$ cat src/rtl/top_conv_3x3.sv
// top_conv_3x3: streaming 3x3 valid-mode convolution of an 8-bit raster image
// with a kernel loaded once after reset, then shifted and clamped to 8 bits.
module top_conv_3x3 #(
    parameter int IMG_W = 28,
    parameter int IMG_H = 28,
    parameter int SHIFT = 4
) (
    input  logic         clk_i,
    input  logic         rst_ni,
    input  logic [143:0] k_val,
    input  logic [7:0]   pixel_i,
    input  logic         pix_data_valid,
    output logic [7:0]   pixel_o,
    output logic         kernel_constructed,
    output logic         conv_finished
);
    localparam int CW = $clog2(IMG_W);
    localparam int RW = $clog2(IMG_H);

    typedef enum logic {KLOAD, RUN} state_t;

    state_t             r_state, w_next;
    logic [3:0]         r_kidx;
    logic signed [15:0] r_k [9];
    logic [7:0]         r_win [9];
    logic [7:0]         r_lb0 [IMG_W];
    logic [7:0]         r_lb1 [IMG_W];
    logic [CW-1:0]      r_col;
    logic [RW-1:0]      r_row;
    logic               r_v0, r_v1;
    logic signed [24:0] r_prod [9];
    logic               w_load, w_acc, w_ok;
    logic signed [28:0] w_sum, w_shift;
    logic [7:0]         w_clamp;

    always_ff @(posedge clk_i or negedge rst_ni)
        if (!rst_ni) r_state <= KLOAD;
        else         r_state <= w_next;

    always_comb w_next = (r_state == KLOAD && r_kidx == 4'd8) ? RUN : r_state;

    always_comb begin
        w_load             = r_state == KLOAD;
        kernel_constructed = r_state == RUN;
    end

    always_ff @(posedge clk_i or negedge rst_ni)
        if (!rst_ni) begin
            r_kidx <= '0;
            for (int i = 0; i < 9; i++) r_k[i] <= '0;
        end else if (w_load) begin
            r_kidx <= r_kidx + 4'd1;
            for (int i = 0; i < 9; i++)
                if (r_kidx == 4'(i)) r_k[i] <= k_val[16*i +: 16];
        end

    always_comb begin
        w_acc = pix_data_valid && kernel_constructed;
        w_ok  = r_row >= RW'(2) && r_col >= CW'(2);
    end

    // Window index = row*3+col; row 0 is two lines back, col 0 the oldest pixel.
    always_ff @(posedge clk_i or negedge rst_ni)
        if (!rst_ni) begin
            r_col <= '0;
            r_row <= '0;
            r_v0  <= 1'b0;
            for (int i = 0; i < 9; i++) r_win[i] <= '0;
            for (int i = 0; i < IMG_W; i++) begin
                r_lb0[i] <= '0;
                r_lb1[i] <= '0;
            end
        end else begin
            r_v0 <= w_acc && w_ok;
            if (w_acc) begin
                r_col <= (r_col == CW'(IMG_W-1)) ? '0 : r_col + 1'b1;
                if (r_col == CW'(IMG_W-1))
                    r_row <= (r_row == RW'(IMG_H-1)) ? '0 : r_row + 1'b1;
                r_lb1[r_col] <= r_lb0[r_col];
                r_lb0[r_col] <= pixel_i;
                r_win[0] <= r_win[1];
                r_win[1] <= r_win[2];
                r_win[2] <= r_lb1[r_col];
                r_win[3] <= r_win[4];
                r_win[4] <= r_win[5];
                r_win[5] <= r_lb0[r_col];
                r_win[6] <= r_win[7];
                r_win[7] <= r_win[8];
                r_win[8] <= pixel_i;
            end
        end

    always_comb begin
        w_sum = '0;
        for (int i = 0; i < 9; i++) w_sum = w_sum + {{4{r_prod[i][24]}}, r_prod[i]};
        w_shift = w_sum >>> SHIFT;
        w_clamp = w_shift[28] ? 8'd0 : (|w_shift[27:8]) ? 8'd255 : w_shift[7:0];
    end

    always_ff @(posedge clk_i or negedge rst_ni)
        if (!rst_ni) begin
            r_v1          <= 1'b0;
            conv_finished <= 1'b0;
            pixel_o       <= '0;
            for (int i = 0; i < 9; i++) r_prod[i] <= '0;
        end else begin
            r_v1          <= r_v0;
            conv_finished <= r_v1;
            for (int i = 0; i < 9; i++)
                r_prod[i] <= $signed({17'd0, r_win[i]}) * $signed({{9{r_k[i][15]}}, r_k[i]});
            if (r_v1) pixel_o <= w_clamp;
        end
endmodule

$ cat config.mk
export PLATFORM = sky130hd
export DESIGN_NAME = top_conv_3x3
export DESIGN_NICKNAME = d
export VERILOG_FILES = /design/src/rtl/top_conv_3x3.sv
export SDC_FILE = /design/constraint.sdc
export NUM_CORES = 2
export LEC_CHECK = 0
export ABC_AREA = 1
export CAP_MARGIN = 20
export CORE_MARGIN = 5
export CORE_UTILIZATION = 60
export DETAILED_ROUTE_END_ITERATION = 8
export MAX_ROUTING_LAYER = met4
export PLACE_DENSITY = 0.87
export SLEW_MARGIN = 0
export SYNTH_ARGS = -nofsm -noshare
export SYNTH_HDL_FRONTEND = slang
export SYNTH_SLANG_ARGS = --single-unit
$ cat constraint.sdc
create_clock -name clk_i -period 5.6 [get_ports clk_i]
set_input_delay 1.4 -clock clk_i [delete_from_list [all_inputs] [get_ports clk_i]]
set_output_delay 1.4 -clock clk_i [all_outputs]
set_load 0.02 [all_outputs]
==> reports/metrics.cfg <==
[final_layout]
layout.nets=11500
syn_to_final_growth_pct=7.20
regArea_um2=22900
fin_area_um2=90100
nFillCells=10600
multi_input_area_um2=49600
drive_gt1_share_pct=4.43

[routing]
wl_met1_mm=86.8
first_pass_iters=7
drt_iter0_markers=7082
num_vias=65800
route.met2.wl_mm=105
routed_wl_mm=225
avgRoutedWirePerCell_um=19.1
route.detailed.drc=0
ant_nets=0
routed-wl-met3_mm=21.6
via_per_inst=5.59
dr.max_layer_used=met4

[logic_synthesis]
syn_inst=9976
synth-seq-cells=915
post_synth.cell_area_avg_um2=8.43
synthDominantCellAreaShare_pct=27.2
yosysWarnings=0
synthesis.nets=11700
yosys-top-cells-area=dfrtp_1, fa_1, inv_1
syn-cell-area_um2=84000
yosysUniqueCellTypes=59
async_flop_share_pct=100
synthTopCellsByCount=inv_1, nand2_1, fa_1, dfrtp_1, o21ai_0
synth_edf_count=0
synth_flop_cell=dfrtp_1
yosys.area.top_type=dfrtp_1
yosysSeqAreaShare_pct=27.2
synth_most_common_cell=inv_1

[grt]
grt_overflow_total=0
grt_usage_pct=32.1
grt_max_degree=133
antenna_found_initial=8
grt_pass1_wl_mm=366
grt_pass1_vias=68600

[sta]
hold_viol=0
grt_setup_unrepaired=false
finalCritPeriodShare_pct=95.2
finClkSkew_ps=93.7
setup_viol=0
tns_ps=0
min_period_ps=5330
max-slew-margin-rel_pct=28.2
fmax_mhz=188
drv_slew=0
fin_ws_ps=270
worst_pin_slew_ps=1080

[clock_tree]
clk_pin_slew_worst_paths_ps=60
root_buffer=clkbuf_16
cts_max_path_buffers=3
cts_hold_buffers=0
cts_setup_buffers=0
clock_latency_ps=790
post_cts_resized=0
clock_sinks=915
cts_tree=done
cts_buffers=100
htreeDepth=3

[floorplan]
die_h_um=384
dieArea_um2=148000
core-area_um2=139000
start_util_pct=60.3
ios=165
num_rows=137
die_x_um=384

[critical_path]
critical-path-top-delay-family=adder cells
cpMaxStageDelayCell=dfrtp_1
crit_path_start_kind=flop
worstPathCellList=nand2_1 -> inv_1 -> fa_1 -> fa_1 -> inv_1 -> fa_1 -> fa_1 -> inv_1 -> ha_1 -> a21oi_1 -> o21ai_0 -> a21oi_1 -> nand3_1 -> a21oi_1 -> nor2_1 -> nor2_1 -> xor2_1
worstPathMaxFanout=17
cpPeakStageDelay_ps=800
critPathMostFrequentCell=fa_1
critPathArrivalTime_ps=5850
path_class=flop to flop
path_buf_inv=3
cp.required_ps=6120
end_kind=flop

[outcome]
status=completed

[place]
dp_hpwl_mm=172
placed_area_um2=86500
dp_slack_ps=215
io_buffer_count=164
place_congestion=1.00

[job]
maxCapViolations=0

[worst_hold_path]
min-delay-path-class=flop to flop

[area by class of cell]
cell class / instances / share of cell area (%)
Sequential cell: 915 / 25.4
Clock inverter: 54 / 0.867
Tap cell: 1876 / 2.61
Clock buffer: 133 / 3.07
Timing Repair Buffer: 229 / 2.52
Antenna cell: 8 / 0.0222
Inverter: 2509 / 10.5
Multi-Input combinational cell: 6055 / 55.0
[path summary, 6_finish.rpt]
path / from / to / slack (ps) / cells after the start
worst max register to register: r_win[51]$_DFFE_PN0P_ / r_prod[174]$_DFF_PN0_ / 270 / 17
worst max-delay path: r_win[51]$_DFFE_PN0P_ / r_prod[174]$_DFF_PN0_ / 270 / 17
worst min register to register: r_v0$_DFF_PN0_ / r_v1$_DFF_PN0_ / 370 / 0
min in group asynchronous: rst_ni / r_k[5]$_DFFE_PN0P_ / 730 / 1
worst min-delay path: r_v0$_DFF_PN0_ / r_v1$_DFF_PN0_ / 370 / 0
max in group asynchronous: rst_ni / r_lb0[103]$_DFFE_PN0P_ / 3570 / 2
[state kept, by name (all words and copies together), names as in the netlist]
name	flops
r_v1	1
pixel_o	8
r_col	5
r_k	144
r_lb1	224
r_v0	1
r_lb0	224
kernel_constructed	1
r_row	5
conv_finished	1
r_kidx	4
r_win	72
r_prod	225
[cells in the final DEF (no fill, tap or decap), types with 7 or more instances in the layout]
master           count
o21bai_1            16
fa_1              1095
nor2_1             252
a211oi_1             7
mux2_2             144
clkinv_4             9
diode_2              8
buf_4               54
dfrtp_1            907
ha_1               486
a31oi_1             38
buf_12              11
xnor2_1            104
clkdlybuf4s50_1    163
o21ai_0            602
bufinv_16           11
nand2_1           2356
nand3_1            107
o21ai_1            106
nor2_2              15
clkinvlp_4           7
nand4_1             43
a21o_1              12
clkbuf_8            14
a21oi_1            374
clkbuf_1            19
a22o_1              10
clkbuf_16          100
o22ai_1             43
nor4_1               9
inv_1             2493
o211ai_1            24
clkinv_2            16
nor3_1              24
inv_2               12
xor2_1             120
[worst reg2reg max path: stages, from the launching register on]
cell     delay (ps)
dfrtp_1         800
nand2_1         230
inv_1           180
fa_1            460
fa_1            560
inv_1            60
fa_1            460
fa_1            490
inv_1            60
ha_1            340
a21oi_1         190
o21ai_0         100
a21oi_1         140
nand3_1         150
a21oi_1         160
nor2_1           50
nor2_1          120
xor2_1          540
[metrics by stage]
step                utilization, %  hold WS, ps  std cells
finish                        64.7          367      11800
CTS                           64.6          368      11800
global route                  64.7          375      11800
detailed placement            62.1          354      11600
floorplan                        -          331       9976
global placement              62.1          358      11600
[layer usage]
layer,GRT usage (%),vias to the layer above
met1,40.8,32500
met4,14.2,0
li1,-,29200
met5,-,-
met2,50.3,3364
met3,6.48,711
[cells by family (layout without fill, tap and decap cells)]
| kind of cell | Yosys count | after routing | share of synthesized area (%) |
|---|---|---|---|
| buffers and inverters | 3006 | 2925 | 13.8 |
| and+or+nand+nor | 2834 | 2834 | 13.3 |
| adders and majority gates | 1581 | 1581 | 33.3 |
| AOI/OAI and AO/OA | 1272 | 1272 | 8.13 |
| DFF | 915 | 915 | 27.2 |
| xor gates and xnor gates | 224 | 224 | 2.33 |
| muxes | 144 | 144 | 1.93 |
| other | 0 | 8 | 0 |
Power is not shown: default switching activity piles up to over one toggle a cycle in this logic, so the estimate is an artifact.
